File: src/rtl/rns_to_bin_mrc.sv
// rns_to_bin_mrc
// Sequential reverse converter for a 3-channel residue number system.
// Rebuilds the binary integer X from three residues and their runtime moduli
// by mixed-radix conversion. Each mixed-radix digit is found by trying the
// candidates 0, 1, 2, ... one per clock, so no modular-inverse tables are needed.
// X = r1 + m1*a2 + m1*m2*a3
// Input and output each use a valid/ready handshake. Only one conversion is in
// flight at a time.

module rns_to_bin_mrc #(
    parameter int RW = 3,   // residue / modulus width per channel
    parameter int BW = 9    // binary result width (holds 7*7*7 - 1)
) (
    input  logic          clk,
    input  logic          rst,
    input  logic          in_valid,
    output logic          in_ready,
    input  logic [RW-1:0] res1,
    input  logic [RW-1:0] res2,
    input  logic [RW-1:0] res3,
    input  logic [RW-1:0] moduli1,
    input  logic [RW-1:0] moduli2,
    input  logic [RW-1:0] moduli3,
    output logic          out_valid,
    input  logic          out_ready,
    output logic [BW-1:0] bin,
    output logic [BW-1:0] range_m,
    output logic          err
);

    // ------------------------------------------------------------------
    // Types and constants
    // ------------------------------------------------------------------
    typedef enum logic [2:0] {
        IDLE = 3'd0,   // waiting for a residue set
        CHK  = 3'd1,   // validate moduli and residues
        D2   = 3'd2,   // search for the second mixed-radix digit a2
        D3   = 3'd3,   // search for the third mixed-radix digit a3
        DONE = 3'd4    // hold the result until the consumer takes it
    } state_t;

    localparam logic [RW-1:0] ONE = RW'(1);
    localparam logic [RW-1:0] TWO = RW'(2);

    // Zero-extend a channel value to the arithmetic width.
    function automatic logic [BW-1:0] ext(input logic [RW-1:0] v);
        return BW'(v);
    endfunction

    // Remainder by a runtime modulus. A zero modulus only appears before a
    // valid set is captured; return 0 so nothing undefined reaches the compare.
    function automatic logic [BW-1:0] mod_bw(input logic [BW-1:0] a,
                                             input logic [BW-1:0] m);
        return (m == '0) ? '0 : (a % m);
    endfunction

    // ------------------------------------------------------------------
    // State and captured operands
    // ------------------------------------------------------------------
    state_t        state;
    state_t        state_nx;

    logic [RW-1:0] r1_q, r2_q, r3_q;   // captured residues
    logic [RW-1:0] m1_q, m2_q, m3_q;   // captured moduli
    logic [RW-1:0] t_q;                // current search candidate
    logic [RW-1:0] a2_q;               // second mixed-radix digit
    logic [BW-1:0] bin_q;
    logic [BW-1:0] range_q;
    logic          err_q;

    // Control strobes from the FSM to the datapath
    logic          load;          // capture the input set
    logic          clr_t;         // restart the candidate counter
    logic          inc_t;         // advance to the next candidate
    logic          set_a2;        // current candidate is the digit a2
    logic          fin_ok;        // a3 found, publish X
    logic          fin_chk_err;   // moduli/residues rejected up front
    logic          fin_srch_err;  // a digit search ran out of candidates

    // ------------------------------------------------------------------
    // Search arithmetic (all BW bits wide, unsigned, never overflows)
    // ------------------------------------------------------------------
    logic [BW-1:0] r1_w, r2_w, r3_w;
    logic [BW-1:0] m1_w, m2_w, m3_w;
    logic [BW-1:0] t_w, a2_w;
    logic [BW-1:0] m12;        // m1*m2, weight of the third digit
    logic [BW-1:0] m123;       // dynamic range m1*m2*m3
    logic [BW-1:0] d2_val;     // r1 + m1*t
    logic [BW-1:0] base;       // r1 + m1*a2
    logic [BW-1:0] d3_val;     // base + m1*m2*t
    logic          d2_hit;
    logic          d3_hit;
    logic          t_last_d2;
    logic          t_last_d3;
    logic          chk_bad;

    // Candidate values and match tests for the current search step
    always_comb begin
        r1_w   = ext(r1_q);
        r2_w   = ext(r2_q);
        r3_w   = ext(r3_q);
        m1_w   = ext(m1_q);
        m2_w   = ext(m2_q);
        m3_w   = ext(m3_q);
        t_w    = ext(t_q);
        a2_w   = ext(a2_q);

        m12    = m1_w * m2_w;
        m123   = m12 * m3_w;

        d2_val = r1_w + m1_w * t_w;
        base   = r1_w + m1_w * a2_w;
        d3_val = base + m12 * t_w;

        d2_hit = (mod_bw(d2_val, m2_w) == r2_w);
        d3_hit = (mod_bw(d3_val, m3_w) == r3_w);

        t_last_d2 = (t_q == (m2_q - ONE));
        t_last_d3 = (t_q == (m3_q - ONE));

        chk_bad = (m1_q < TWO) || (m2_q < TWO) || (m3_q < TWO) ||
                  (r1_q >= m1_q) || (r2_q >= m2_q) || (r3_q >= m3_q);
    end

    // ------------------------------------------------------------------
    // FSM state register
    // ------------------------------------------------------------------
    // Advance the conversion state; reset aborts any conversion in flight
    always_ff @(posedge clk) begin
        // NOTE: clocked state uses non-blocking assignments so every register
        // samples pre-edge values regardless of block ordering.
        if (rst) begin
            state <= IDLE;
        end else begin
            state <= state_nx;
        end
    end

    // Next-state, handshake outputs and datapath strobes
    always_comb begin
        // NOTE: every output gets a default first, so no path through the
        // case statement can leave a signal unassigned and infer a latch.
        state_nx     = state;
        in_ready     = 1'b0;
        out_valid    = 1'b0;
        load         = 1'b0;
        clr_t        = 1'b0;
        inc_t        = 1'b0;
        set_a2       = 1'b0;
        fin_ok       = 1'b0;
        fin_chk_err  = 1'b0;
        fin_srch_err = 1'b0;

        unique case (state)
            IDLE: begin
                in_ready = 1'b1;
                if (in_valid) begin
                    load     = 1'b1;
                    state_nx = CHK;
                end
            end

            CHK: begin
                if (chk_bad) begin
                    fin_chk_err = 1'b1;
                    state_nx    = DONE;
                end else begin
                    clr_t    = 1'b1;
                    state_nx = D2;
                end
            end

            D2: begin
                if (d2_hit) begin
                    set_a2   = 1'b1;
                    clr_t    = 1'b1;
                    state_nx = D3;
                end else if (t_last_d2) begin
                    fin_srch_err = 1'b1;
                    state_nx     = DONE;
                end else begin
                    inc_t = 1'b1;
                end
            end

            D3: begin
                if (d3_hit) begin
                    fin_ok   = 1'b1;
                    state_nx = DONE;
                end else if (t_last_d3) begin
                    fin_srch_err = 1'b1;
                    state_nx     = DONE;
                end else begin
                    inc_t = 1'b1;
                end
            end

            DONE: begin
                out_valid = 1'b1;
                if (out_ready) begin
                    state_nx = IDLE;
                end
            end

            default: begin
                state_nx = IDLE;
            end
        endcase
    end

    // ------------------------------------------------------------------
    // Datapath registers
    // ------------------------------------------------------------------
    // Capture operands, step the candidate counter and publish the result
    always_ff @(posedge clk) begin
        // NOTE: reset is synchronous and clears every register, so an aborted
        // search leaves no stale digit or result behind.
        if (rst) begin
            r1_q    <= '0;
            r2_q    <= '0;
            r3_q    <= '0;
            m1_q    <= '0;
            m2_q    <= '0;
            m3_q    <= '0;
            t_q     <= '0;
            a2_q    <= '0;
            bin_q   <= '0;
            range_q <= '0;
            err_q   <= 1'b0;
        end else begin
            if (load) begin
                r1_q <= res1;
                r2_q <= res2;
                r3_q <= res3;
                m1_q <= moduli1;
                m2_q <= moduli2;
                m3_q <= moduli3;
            end

            if (clr_t) begin
                t_q <= '0;
            end else if (inc_t) begin
                t_q <= t_q + ONE;
            end

            if (set_a2) begin
                a2_q <= t_q;
            end

            if (fin_chk_err) begin
                bin_q   <= '0;
                err_q   <= 1'b1;
                range_q <= '0;
            end else if (fin_srch_err) begin
                bin_q   <= '0;
                err_q   <= 1'b1;
                range_q <= m123;
            end else if (fin_ok) begin
                bin_q   <= d3_val;
                err_q   <= 1'b0;
                range_q <= m123;
            end
        end
    end

    assign bin     = bin_q;
    assign range_m = range_q;
    assign err     = err_q;

endmodule

File: config.mk
export PLATFORM = sky130hd
export DESIGN_NAME = rns_to_bin_mrc
export DESIGN_NICKNAME = d
export VERILOG_FILES = /design/src/rtl/rns_to_bin_mrc.sv
export SDC_FILE = /design/constraint.sdc
export NUM_CORES = 1
export LEC_CHECK = 0
export ABC_AREA = 1
export CORE_UTILIZATION = 37
export DETAILED_ROUTE_END_ITERATION = 8
export PLACE_DENSITY = 0.65
export SLEW_MARGIN = 15
export SYNTH_ARGS = -nofsm -noshare
export SYNTH_HDL_FRONTEND = slang
export SYNTH_SLANG_ARGS = --single-unit
File: constraint.sdc
create_clock -name clk -period 37.1 [get_ports clk]
set_input_delay 5.565 -clock clk [delete_from_list [all_inputs] [get_ports clk]]
set_output_delay 5.565 -clock clk [all_outputs]
set_load 0.005 [all_outputs]
### Word level (Yosys, flattened, before mapping)

Cells that the tools add are included.

* flip-flop bits (word level): 46
* bits in latches: 0
* memory bits (writable): 0
* bits in read-only memories: 0
* bits of input ports: 22
* word-level logic and storage cells: 94
* memories kept: 0

* add/subtract/negate cells: 6
* multiply operators: 5
* div/mod/pow operators: 2
* order comparisons: 6
* equality and inequality tests: 12
* shift-type cells: 0
* mux-type cells: 37
* bitwise logic cells: 0
* reductions and logical operators: 14

Operator list (number)
* $mux 9: 4
* $mux 1: 22
* $mux 3: 7
* $eq 9x3->1: 2
* $mod 9x3->9: 2
* $mul 3x3->6: 3
* $mul 6x3->9: 2
* $pmux 3 s5: 1
* $add 3x6->7: 2
* $add 7x9->9: 1
* $ge 3x3->1: 3
* $logic_not 3->1: 3
* $lt 3x2->1 const B: 3
* $eq 3x2->1 const B: 2
* $eq 3x3->1: 2
* $ne 3x3->1 const B: 2
* $pmux 1 s2: 3
* $sub 3x1->3 const B: 2
* $logic_or 1x1->1: 5
* $ne 2x2->1 const B: 2
* $reduce_and 4->1: 1
* $reduce_or 2->1: 2
* $add 3x1->3 const B: 1
* $eq 3x1->1 const B: 1
* 4 further kinds: 4

### Logic depth before layout (Yosys ltp)

Gate-level depths: netlist (run 1).

* depth after elaboration: 11
* gate-level depth with buffers: 110

### Worst setup path after synthesis (run 1)

No wires, ideal clock.

* path type: register to register
* from: register m2_q[0]
* to: register bin_q[0], in the netlist bin[0]
* library setup time: 0.117 ns
* data arrival time: 15.262 ns
* data required time: 36.983 ns
* path slack: 21.720 ns
* stages on the path, launching flop included: 103
* cells stage by stage: dfxtp_1 -> clkbuf_1 -> nand2_1 -> inv_1 -> fa_1 -> ha_1 -> fa_1 -> or2_2 -> nand2_1 -> nor2_1 -> fa_1 -> fa_1 -> fa_1 -> ha_1 -> ha_1 -> a21o_1 -> a21boi_1 -> nand3_1 -> (+67 left out) -> nand2_1 -> nor2_1 -> a211oi_1 -> nand3_1 -> nor2_4 -> nand2_2 -> nor2_4 -> nand2_4 -> nand2_2 -> nand3_1 -> nand2_1 -> nand2_1 -> nor2_2 -> nand4_2 -> buf_4 -> buf_6 -> a21oi_1 -> nor2_1

* cells in the longest elaborated chain, start to end: 9
* elaborated cells between the ends (all ways): 28
* classes of those cells: add/sub (2); mul (2); div (2); order compare (2); eq/ne (3); mux (10); reduce/logical (7)

RTL lines
* start: declaration: line 64 `logic [RW-1:0] m1_q, m2_q, m3_q;`
* start signal: assignment: line 236 `m2_q <= moduli2;`
* $mul 3x3->6 (*): line 108 `m12 = m1_w * m2_w;`
* $mul 6x3->9 (*): line 113 `d3_val = base + m12 * t_w;`
* $add 7x9->9 (*): line 113
* net d3_val[8]: line 90 `logic [BW-1:0] d3_val;`
* $mod 9x3->9 (*): line 54 `return (m == '0) ? '0 : (a % m);`
* $mux 9 (*): line 54
* $eq 9x3->1 (*): line 116 `d3_hit = (mod_bw(d3_val, m3_w) == r3_w);`
* $mux 1: line 187 `if (d3_hit) begin`
* $pmux 1 s2: line 154 `unique case (state)`
* $reduce_or 3->1 (no line)
* end signal: assignment: line 259 `bin_q <= d3_val;`
* end: declaration: line 67 `logic [BW-1:0] bin_q;`

The timed path passes the listed nets; every way through them passes the cells marked *.
A chain may end at the register's enable or synchronous reset.

### Worst setup path after layout (run 1)

* from: register m2_q[0]
* to: register range_q[0], in the netlist range_m[0]

* cells in the longest elaborated chain, start to end: 9
* elaborated cells between the ends (all ways): 32
* classes of those cells: add/sub (2); mul (3); div (2); order compare (2); eq/ne (3); mux (12); reduce/logical (8)

RTL lines
* $mul 3x3->6 (*): line 108
* $mul 6x3->9 (*): line 113
* $add 7x9->9 (*): line 113
* net d3_val[8]: line 90
* $mod 9x3->9 (*): line 54
* $mux 9 (*): line 54
* $eq 9x3->1 (*): line 116
* $mux 1: line 187
* $pmux 1 s2 / $mux 1 (equally long branches): line 154
* $mux 9 / $reduce_bool 2->1 (equally long branches)
* end signal: assignment: line 257 `range_q <= m123;`
* end signal: assignment: line 261 `range_q <= m123;`
* end: declaration: line 68 `logic [BW-1:0] range_q;`

The timed path passes the listed nets; every way through them passes the cells marked *. The select of a mux whose other input is x is not followed.

==> reports/results.env, run 1 <==
SYNTHXORXNORAREAFRAC=0.0377
CTS_HOLD_BUF=0
CP.ARRIVAL_NS=17.37
FLOORPLAN.DIE.WIDTH_UM=150
RUN_STATUS='completed'
FINAL.HOLD.WORST_SLACK_NS=0.469
REMAINING_ANTENNA_VIOLATION_COUNT=0
POSTSYNTH.TOPFLOPCELL='sky130_fd_sc_hd__dfxtp_1'
ROW_COUNT=53
GRT_PASS1_VIAS=7527
GRT_REMAINING_OVERFLOW=0
SYNTH.LIB_CELLS_USED.DISTINCT=52
SYNTH_SIMPLE_GATE_AREA_FRAC=0.383
CRITICAL_PATH_CLASS='reg -> reg'
ROOT_BUFFER='sky130_fd_sc_hd__clkbuf_16'
SYNTH-SEQ-CELLS=46
YOSYS.AREA.TOP_TYPE='sky130_fd_sc_hd__ha_1'
GRT_SETUP_UNREPAIRED='no'
REGISTER_AREA_SQ_UM=921
NUMBER_OF_FLOPS_MAPPED_TO_ENABLE_CELLS_BY_YOSYS=0
MULTI_INPUT_AREA_SQ_UM=6190
CRITPATHREQUIREDTIME_NS=37.29
DIEHEIGHT_UM=150
FILL_CELLS=2248
SETUP_TOTAL_NEGATIVE_SLACK_NS=0
YOSYS_WARN_COUNT=0
LAYOUT_COMMON_CELLS='sky130_fd_sc_hd__nand2_1, sky130_fd_sc_hd__inv_1, sky130_fd_sc_hd__ha_1'
POSTSYNTHCELLCOUNT=1273
TRITONCTS='done'
DRT-INITIAL-DRC-COUNT=356
CRIT_PATH_FREQUENT_CELL='sky130_fd_sc_hd__nand2_1'
POST_CTS_RESIZED=0
POST_SYNTH_MAIN_AREA_CONTRIBUTORS='sky130_fd_sc_hd__ha_1, sky130_fd_sc_hd__nand2_1, sky130_fd_sc_hd__dfxtp_1'
SYNTH.AVG_CELL_AREA_SQ_UM=6.39
POST-DP-HPWL_MM=15.9
CLOCK-SINKS=46
FRACTION_OF_LAYOUT_CELLS_WITH_A_SIZE_SUFFIX_ABOVE_1=0.0864
SYNTH_TOP_FAMILY_BY_AREA='simple AND/OR/NAND/NOR gates'
VIA_COUNT=7741
SETUP_VIOL=0
FINALWORSTPATHREQUIREDPERIOD_NS=17.18
NUM-NETS-FINAL=1465
AREA.GROWTH.SYNTH_TO_FINAL_PCT=10.6
TIMING.CRITICAL_PATH.SLOWEST_STAGE_CELL='sky130_fd_sc_hd__dfxtp_1'
SYNTH_SEQ_AREA_SHARE=0.113
WORST_TRAN_PIN_VALUE_NS=0.778
CORE_REGION_SQ_UM=21300
CTS.REPORTEDPATHS.CLKPINSLEW_NS=0.07
DIE_FOOTPRINT_SQ_UM=22600
FINAL_HOLD_VIOL_COUNT=0
MAX-CLOCK-PATH-BUFFERS=2
AVERAGE_WIRE_PER_STANDARD_CELL_UM=12.2
GPL.FINAL_WEIGHTED_CONGESTION=0.882
MAPPEDNETLISTAREA_SQ_UM=8130
ASYNC_RESET_FF_FRAC=0
BUFFER_PORTS.INSERTED=42
WORSTSETUPENDPOINTTYPE='register'
INSERTEDDIODECOUNT=0
CRITICAL-PATH-TOP-DELAY-FAMILY='simple AND/OR/NAND/NOR gates'
CRITICAL_PATH_BUF_INV_COUNT=14
MAX_CLOCK_FREQ_GHz=0.0582
FINAL-INSTANCE-COUNT-EXCL-FILL=1583
DRC=0
WORST_CLOCK_SKEW_NS=0.00727
DETAIL_ROUTE.VIAS_PER_CELL=4.89
SYNTH_FP_NETS=1431
WORSTSKEWPAIRLATENCY_NS=0.30
CRITICAL_PATH.STARTPOINT_TYPE='register'
FINAL_MIN_PERIOD_OVER_CLOCK_PERIOD=0.463
GRT.TOTAL_USAGE=0.182
FIRST_PASS_GRT_WIRE_LENGTH_MM=33.7
GRT_MAX_DEGREE=23
STARTING_DENSITY=0.382
PLACE.DETAILED.INSTANCES=1575
CAP_VIOLATIONS=0
SYNTHADDERAREAFRAC=0.234
TIMING.CRITICAL_PATH.FANOUT_MAX=20
FINAL_COMMON_CELL='sky130_fd_sc_hd__nand2_1'
POST_CTS.REPAIR.SETUP_BUFFERS=0
SYNTH-COMPOUND-AREA-SHARE=0.105
POSTROUTEWIRELENGTH_MM=19.3
GRT_ANTENNA_BEFORE_REPAIR=0
SLEW_VIOL_FINAL=0
H-TREE-DEPTH=2
SYNTH_TOP_AREA_FRAC=0.168
MIN_PATH_TYPE='reg -> reg'
FIRST_PASS_ITERS=5
WORST_PATH_LARGEST_CELL_DELAY_NS=0.60
IOS=43
SYNTH_MUX_AREA_FRAC=0
CTS_BUFFERS=5
TIMING.SLEW.HEADROOM=0.481
==> cell families (layout without fill, tap and decap cells) <==
group | after synthesis | count (layout)
other cells | 1 | 1
simple gates | 633 | 633
fa+ha+maj | 136 | 136
xor+xnor | 35 | 35
buf+inv | 267 | 302
compound gates | 155 | 155
flops | 46 | 46
==> worst paths after layout <==
| check | to | from | slack, ns | cells after the start |
|---|---|---|---|---|
| min reg2reg | bin[4] | bin[4] | 0.47 | 2 |
| max | range_m[0] | m2_q[0] | 19.92 | 101 |
| min | bin[4] | bin[4] | 0.47 | 2 |
| max reg2reg | range_m[0] | m2_q[0] | 19.92 | 101 |
==> area by class of cell <==
type / count / share of cell area
multi-input combinational: 960 / 0.688
inverter: 250 / 0.105
sequential: 46 / 0.102
timing repair buffer: 44 / 0.0484
tap: 275 / 0.0383
clock buffer: 6 / 0.0143
clock inverter: 2 / 0.00417
==> tightest hold or removal path, delay by kind of cell (launching register included) <==
| kind | cells | cell delay [ns] |
|---|---|---|
| DFF | 1 | 0.31 |
| and+or+nand+nor | 1 | 0.06 |
| AOI/OAI and AO/OA | 1 | 0.05 |
==> Yosys cell counts, types with 2 or more instances <==
cell and count:
sky130_fd_sc_hd__nand4_1 33, sky130_fd_sc_hd__a211oi_1 3, sky130_fd_sc_hd__or2_2 7, sky130_fd_sc_hd__nand3b_1 12, sky130_fd_sc_hd__o21a_1 4, sky130_fd_sc_hd__ha_1 109, sky130_fd_sc_hd__nand3_2 16, sky130_fd_sc_hd__nor2_2 16
sky130_fd_sc_hd__fa_1 27, sky130_fd_sc_hd__inv_1 242, sky130_fd_sc_hd__nand4_2 3, sky130_fd_sc_hd__o21ai_0 54, sky130_fd_sc_hd__buf_1 2, sky130_fd_sc_hd__dfxtp_1 46, sky130_fd_sc_hd__nor2_4 6, sky130_fd_sc_hd__or2_1 3
sky130_fd_sc_hd__nand2_2 25, sky130_fd_sc_hd__inv_2 7, sky130_fd_sc_hd__or3_1 3, sky130_fd_sc_hd__xor2_1 26, sky130_fd_sc_hd__nand2_4 7, sky130_fd_sc_hd__buf_6 2, sky130_fd_sc_hd__nor3_1 13, sky130_fd_sc_hd__o21bai_1 3
sky130_fd_sc_hd__nand3_1 78, sky130_fd_sc_hd__nor2_1 92, sky130_fd_sc_hd__a21oi_1 62, sky130_fd_sc_hd__a21o_1 2, sky130_fd_sc_hd__a21oi_2 2, sky130_fd_sc_hd__a31oi_1 4, sky130_fd_sc_hd__o21ai_2 2, sky130_fd_sc_hd__clkbuf_1 11
sky130_fd_sc_hd__nand3_4 6, sky130_fd_sc_hd__xnor2_1 9, sky130_fd_sc_hd__nand2_1 306, sky130_fd_sc_hd__and2_1 3, sky130_fd_sc_hd__o21ai_1 12
==> metrics by stage <==
step                instance area [sq um]  setup slack (ns)   util
finish                               8990             19.92  0.423
global route                         8990             18.01  0.423
CTS                                  8990             19.92  0.423
detailed placement                   8830             19.99  0.415
global placement                     8830             20.45  0.415
floorplan                            8130             21.72      -
==> flip-flops by register name (all words and copies together), names as in the netlist <==
signal	count
r3_q	3
a2_q	3
state	3
m1_q	3
t_q	3
m2_q	3
bin	9
err	1
m3_q	3
r2_q	3
r1_q	3
range_m	9
==> per-layer routing <==
| metal | global-route usage | part of all wire |
|---|---|---|
| met1 | 0.242 | 0.49 |
| met2 | 0.315 | 0.46 |
| met3 | 0.0197 | 0.040 |
| met4 | 0.0384 | 0.015 |
| met5 | 0 | 0 |
Power of run 1 is not shown: default switching activity piles up to over one toggle a cycle in this logic, so the estimate is an artifact.
==> inputs of run 2 (changes only) <==
Settings changed: PLACE_DENSITY 0.65 to 0.67.
Clock period 37.1 ns to 15.7 ns, I/O delays scaled along.
==> run 2 against run 1 <==
Non-clock buffer count rose by 43; via count rose by 5.2%; worst setup slack got worse by 19 ns; clock skew fell by 0.00050 ns; maximum frequency rose by 14%; global-route usage rose by 0.38 points; sequential share of layout area fell by 0.87 points.
==> reports/results.env, run 2 (synthesized netlist as in run 1, its figures left out) <==
AVERAGE_WIRE_PER_STANDARD_CELL_UM=12.9  # +6.1%
CTS.REPORTEDPATHS.CLKPINSLEW_NS=0.07  # about the same
CTS_HOLD_BUF=0  # unchanged
GRT_ANTENNA_BEFORE_REPAIR=0  # unchanged
LAYOUT_COMMON_CELLS='sky130_fd_sc_hd__nand2_1, sky130_fd_sc_hd__inv_1, sky130_fd_sc_hd__ha_1'
POST-DP-HPWL_MM=16.3  # +2.7%
FINALWORSTPATHREQUIREDPERIOD_NS=15.10  # -2.08 ns
MAX_CLOCK_FREQ_GHz=0.0662  # +14%
CP.ARRIVAL_NS=15.36  # -2.01 ns
CAP_VIOLATIONS=0  # unchanged
CRIT_PATH_FREQUENT_CELL='sky130_fd_sc_hd__nand2_1'
CRITICAL_PATH.STARTPOINT_TYPE='register'
DRC=0  # unchanged
MIN_PATH_TYPE='reg -> reg'
CRITICAL_PATH_CLASS='reg -> reg'
WORST_PATH_LARGEST_CELL_DELAY_NS=0.58  # -0.02 ns
AREA.GROWTH.SYNTH_TO_FINAL_PCT=21.0
GRT.TOTAL_USAGE=0.186  # +0.00376
DETAIL_ROUTE.VIAS_PER_CELL=5.00  # +2.3%
FLOORPLAN.DIE.WIDTH_UM=150  # unchanged
SETUP_VIOL=0  # unchanged
FINAL_HOLD_VIOL_COUNT=0  # unchanged
MAX-CLOCK-PATH-BUFFERS=2  # unchanged
TIMING.CRITICAL_PATH.FANOUT_MAX=8  # -60%
STARTING_DENSITY=0.382  # unchanged
FINAL_MIN_PERIOD_OVER_CLOCK_PERIOD=0.962  # +0.499
FIRST_PASS_GRT_WIRE_LENGTH_MM=34.0  # +0.65%
GRT_REMAINING_OVERFLOW=0  # unchanged
CORE_REGION_SQ_UM=21300  # unchanged
WORSTSKEWPAIRLATENCY_NS=0.31  # about the same
DRT-INITIAL-DRC-COUNT=340  # -4.5%
WORST_TRAN_PIN_VALUE_NS=0.749  # -0.0295 ns
RUN_STATUS='completed'
NUM-NETS-FINAL=1510  # +3.1%
IOS=43  # unchanged
FRACTION_OF_LAYOUT_CELLS_WITH_A_SIZE_SUFFIX_ABOVE_1=0.171  # +0.0851
BUFFER_PORTS.INSERTED=42  # unchanged
INSERTEDDIODECOUNT=0  # unchanged
POSTROUTEWIRELENGTH_MM=21.0  # +9.1%
CRITPATHREQUIREDTIME_NS=15.96  # -21.33 ns
GRT_PASS1_VIAS=7553  # +0.35%
VIA_COUNT=8141  # +5.2%
WORSTSETUPENDPOINTTYPE='register'
FINAL_COMMON_CELL='sky130_fd_sc_hd__nand2_1'
DIE_FOOTPRINT_SQ_UM=22600  # unchanged
WORST_CLOCK_SKEW_NS=0.00677  # -0.000501 ns
TIMING.CRITICAL_PATH.SLOWEST_STAGE_CELL='sky130_fd_sc_hd__fa_2'
ROOT_BUFFER='sky130_fd_sc_hd__clkbuf_16'
LAYOUT_UTILIZATION=0.462  # +0.0399
GPL.FINAL_WEIGHTED_CONGESTION=0.922  # +4.5%
CLOCK-SINKS=46  # unchanged
DIEHEIGHT_UM=150  # unchanged
H-TREE-DEPTH=2  # unchanged
FIRST_PASS_ITERS=5  # unchanged
REMAINING_ANTENNA_VIOLATION_COUNT=0  # unchanged
TRITONCTS='done'
SLEW_VIOL_FINAL=0  # unchanged
CTS_BUFFERS=5  # unchanged
TIMING.SLEW.HEADROOM=0.500  # +0.0197
ROW_COUNT=53  # unchanged
GRT_MAX_DEGREE=35  # +52%
[run 2: metal layers]
| metal | up-vias | GRT usage | share of wire |
|---|---|---|---|
| met1 | 3743 | 0.236 | 0.47 |
| li1 | 4235 | - | - |
| met3 | 30 | 0.0215 | 0.034 |
| met4 | 0 | 0.0449 | 0.016 |
| met5 | - | 0 | 0 |
| met2 | 133 | 0.331 | 0.48 |
[run 2: worst paths after layout]
path	endpoint	cells past startpoint	start	slack [ns]
max	state[2]	103	m1_q[2]	0.60
min	range_m[2]	2	range_m[2]	0.48
max reg2reg	state[2]	103	m1_q[2]	0.60
min reg2reg	range_m[2]	2	range_m[2]	0.48
[run 2: stage by stage]
stage | hold WS [ns] | area (sq um) | worst slack, ns | instances | setup TNS [ns]
final | 0.484 | 9840 | 0.598 | 1628 | 0
after global routing | 0.509 | 9840 | -0.310 | 1628 | -5.54
after CTS | 0.481 | 9160 | 0.0104 | 1605 | 0
after detailed placement | 0.467 | 8980 | -0.416 | 1595 | -8.94
after global placement | 0.461 | 8980 | 0.216 | 1595 | 0
after floorplan | 0.455 | 8130 | 0.320 | 1273 | 0
[run 2: layout make-up]
cell class | instances | area [sq um]
clock inverter | 3 | 23.8
inverter | 250 | 941
multi-input combinational | 962 | 6670
sequential | 46 | 922
clock buffer | 5 | 125
fill | 2114 | 11400
tap | 275 | 344
timing repair buffer | 87 | 822
[run 2: what timing repair did]
item                       4_1_cts  5_1_grt
gates resized for setup          7       96
setup endpoints to repair       25       28
cloned                           1        3
pin swaps                        4       57
setup buffers                    1       20
[run 2: critical path: cells and delay by family (launching register included)]
kind | cells | cell delay [ns]
AO/OA/AOI/OAI | 18 | 2.49
flip-flops | 1 | 0.33
buffers and inverters | 15 | 1.24
AND/OR/NAND/NOR | 53 | 5.73
adder cells (fa/ha/maj) | 17 | 5.24
Power of run 2 is left out for the same reason.
==> inputs of run 3 (changes only) <==
--- a/config.mk
+++ b/config.mk
@@ -8,4 +8,6 @@
 export ABC_AREA = 1
+export CORE_MARGIN = 10
 export CORE_UTILIZATION = 37
 export DETAILED_ROUTE_END_ITERATION = 8
+export HOLD_SLACK_MARGIN = 0.12
 export PLACE_DENSITY = 0.67
--- a/constraint.sdc
+++ b/constraint.sdc
@@ -3,2 +3,2 @@
 set_output_delay 2.355 -clock clk [all_outputs]
-set_load 0.005 [all_outputs]
+set_load 0.1 [all_outputs]
==> run 3 against run 2 <==
Hold slack lost 0.0062 ns; via count grew 1.6%; cell count grew 1.0%; non-clock buffer count grew 11; sequential share of layout area shrank 0.089 points; first-iteration DRC count grew 57%; worst setup slack lost 0.020 ns; die area grew 25%; maximum frequency shrank 0.13%; critical path type unchanged.
==> reports/results.env, run 3 (synthesized netlist as in run 1, its figures left out) <==
RUN_STATUS='completed'
WORSTSETUPENDPOINTTYPE='register'
WORST_TRAN_PIN_VALUE_NS=1.07  # +0.317 ns
GRT.TOTAL_USAGE=0.144  # -0.0417
WORST_PATH_LARGEST_CELL_DELAY_NS=0.60  # +0.02 ns
VIA_COUNT=8268  # +1.6%
AVERAGE_WIRE_PER_STANDARD_CELL_UM=13.5  # +4.5%
CRITICAL_PATH.STARTPOINT_TYPE='register'
NUM-NETS-FINAL=1522  # +0.79%
FINAL-INSTANCE-COUNT-EXCL-FILL=1645  # +1.0%
CLOCK-SINKS=46  # unchanged
REGTOREGSTARTPOINT='m1_q[0]'
LAYOUT_UTILIZATION=0.458  # -0.00439
INSERTEDDIODECOUNT=0  # unchanged
FIRST_PASS_ITERS=5  # unchanged
DRC=0  # unchanged
ROOT_BUFFER='sky130_fd_sc_hd__clkbuf_16'
FINALWORSTPATHREQUIREDPERIOD_NS=15.12  # +0.0202 ns
STARTING_DENSITY=0.374  # -0.00824
H-TREE-DEPTH=2  # unchanged
FF2FF_PATH_DEPTH=104  # +0.97%
CRITICAL_PATH_CLASS='reg -> reg'
POST-DP-HPWL_MM=16.7  # +2.0%
TIMING.CRITICAL_PATH.SLOWEST_STAGE_CELL='sky130_fd_sc_hd__fa_2'
FINAL_MIN_PERIOD_OVER_CLOCK_PERIOD=0.963  # +0.00128
LAYOUT_COMMON_CELLS='sky130_fd_sc_hd__nand2_1, sky130_fd_sc_hd__inv_1, sky130_fd_sc_hd__ha_1'
CRITPATHREQUIREDTIME_NS=15.95  # about the same
REGTOREGSETUPSLACK_NS=0.58  # -0.02 ns
WORSTHOLDPATHCELLS=2  # unchanged
SLEW_VIOL_FINAL=0  # unchanged
MAX-CLOCK-PATH-BUFFERS=2  # unchanged
CTS_BUFFERS=5  # unchanged
GRT_MAX_DEGREE=35  # unchanged
GRT_PASS1_VIAS=7615  # +0.82%
REMAINING_ANTENNA_VIOLATION_COUNT=0  # unchanged
MULTI_INPUT_AREA_SQ_UM=6690  # +0.39%
MAX_CLOCK_FREQ_GHz=0.0661  # -0.13%
FILL_CELLS=2175  # +2.9%
REGISTER_AREA_SQ_UM=925  # +0.27%
FINAL_COMMON_CELL='sky130_fd_sc_hd__nand2_1'
FLOORPLAN.DIE.WIDTH_UM=168  # +12%
TIMING.CRITICAL_PATH.FANOUT_MAX=8  # unchanged
GRT_ANTENNA_BEFORE_REPAIR=0  # unchanged
MIN_PATH_TYPE='reg -> reg'
TRITONCTS='done'
WORST_R2R_DST='state[2]'
ROW_COUNT=54  # +1.9%
MIN_FROM='bin[4]'
FRACTION_OF_LAYOUT_CELLS_WITH_A_SIZE_SUFFIX_ABOVE_1=0.188  # +0.0161
DIEHEIGHT_UM=168  # +12%
FINAL.SETUP.WORST_SLACK_NS=0.578  # -0.0202 ns
CP.ARRIVAL_NS=15.37  # about the same
FIRST_PASS_GRT_WIRE_LENGTH_MM=35.4  # +4.1%
CRIT_PATH_FREQUENT_CELL='sky130_fd_sc_hd__nand2_1'
DETAIL_ROUTE.VIAS_PER_CELL=5.03  # +0.51%
WORST_CLOCK_SKEW_NS=0.00744  # +0.000676 ns
FINAL_HOLD_VIOL_COUNT=0  # unchanged
TIMING.SLEW.HEADROOM=0.287  # -0.213
SETUP_VIOL=0  # unchanged
AREA.GROWTH.SYNTH_TO_FINAL_PCT=22.5
IOS=43  # unchanged
GPL.FINAL_WEIGHTED_CONGESTION=0.906  # -1.7%
CTS.REPORTEDPATHS.CLKPINSLEW_NS=0.07  # about the same
WORSTSKEWPAIRLATENCY_NS=0.30  # about the same
TIMING.HOLD.WORST_ENDPOINT='bin[4]'
CORE_REGION_SQ_UM=21800  # +2.2%
POSTROUTEWIRELENGTH_MM=22.2  # +5.6%
PLACE.DETAILED.INSTANCES=1602  # +0.44%
GRT_REMAINING_OVERFLOW=0  # unchanged
BUFFER_PORTS.INSERTED=42  # unchanged
DIE_FOOTPRINT_SQ_UM=28300  # +25%
CAP_VIOLATIONS=0  # unchanged
DPL_WORST_SLACK_NS=-0.315  # +0.101 ns
CTS_HOLD_BUF=0  # unchanged
DRT-INITIAL-DRC-COUNT=535  # +57%
-- run 3: cell count changes in the layout (fill, tap and decap cells not counted), moves of 4 or more --
cell | previous run | this run
sky130_fd_sc_hd__nand2_1 | 293 | 289
sky130_fd_sc_hd__buf_4 | 40 | 50
sky130_fd_sc_hd__nor2_2 | 17 | 21
sky130_fd_sc_hd__o21ai_2 | 7 | 12
sky130_fd_sc_hd__o21ai_0 | 46 | 42
-- run 3: worst max-delay path by stage --
stage | from | to | slack, ns
after floorplan | m2_q[0] | bin[0] | 0.32
after global placement | m1_q[0] | range_m[0] | 0.15
after detailed placement | m1_q[0] | range_m[0] | -0.31
after CTS | m2_q[2] | bin[4] | 0.008
after global routing | m1_q[0] | state[2] | -0.30
final | m1_q[0] | state[2] | 0.58
-- run 3: layout make-up --
type / instances / share of cell area
flip-flops and latches: 46 / 0.0928
repair buffers: 98 / 0.0912
multi-input cells: 963 / 0.672
well taps: 280 / 0.0352
inverters: 250 / 0.0947
clock inverters: 3 / 0.00213
clock buffers: 5 / 0.0126
-- run 3: worst max-delay path, delay by kind of cell (launching register included) --
kind | cells | cell delay [ns]
fa+ha+maj | 17 | 5.42
buf+inv | 17 | 1.47
flops | 1 | 0.32
simple gates | 53 | 5.68
compound gates | 17 | 2.18
-- run 3: per-layer routing --
| layer | routed length, um | GRT usage | part of all wire | up-vias |
|---|---|---|---|---|
| met1 | 10100 | 0.188 | 0.46 | 3793 |
| met2 | 10800 | 0.253 | 0.49 | 205 |
| li1 | - | - | - | 4243 |
| met5 | 0 | 0 | 0 | - |
| met4 | 222 | 0.0159 | 0.010 | 0 |
| met3 | 1030 | 0.0186 | 0.046 | 27 |
-- run 3: what timing repair did --
item | CTS | global route
pin swaps | 5 | 66
gates resized for setup | 9 | 117
setup buffers | 1 | 29
endpoints found under the hold margin | 0 | 0
gates cloned | 1 | 4
endpoints found under the setup margin | 25 | 28
-- run 3: per-stage QoR --
stage	cell area (sq um)	setup TNS, ns	hold WS [ns]
2_1_floorplan	8130	0	0.461
3_3_place_gp	9000	0	0.459
3_5_place_dp	9000	-5.95	0.457
4_1_cts	9190	0	0.471
5_1_grt	9960	-5.85	0.503
6_report	9960	0	0.478
Power of run 3 is left out for the same reason.
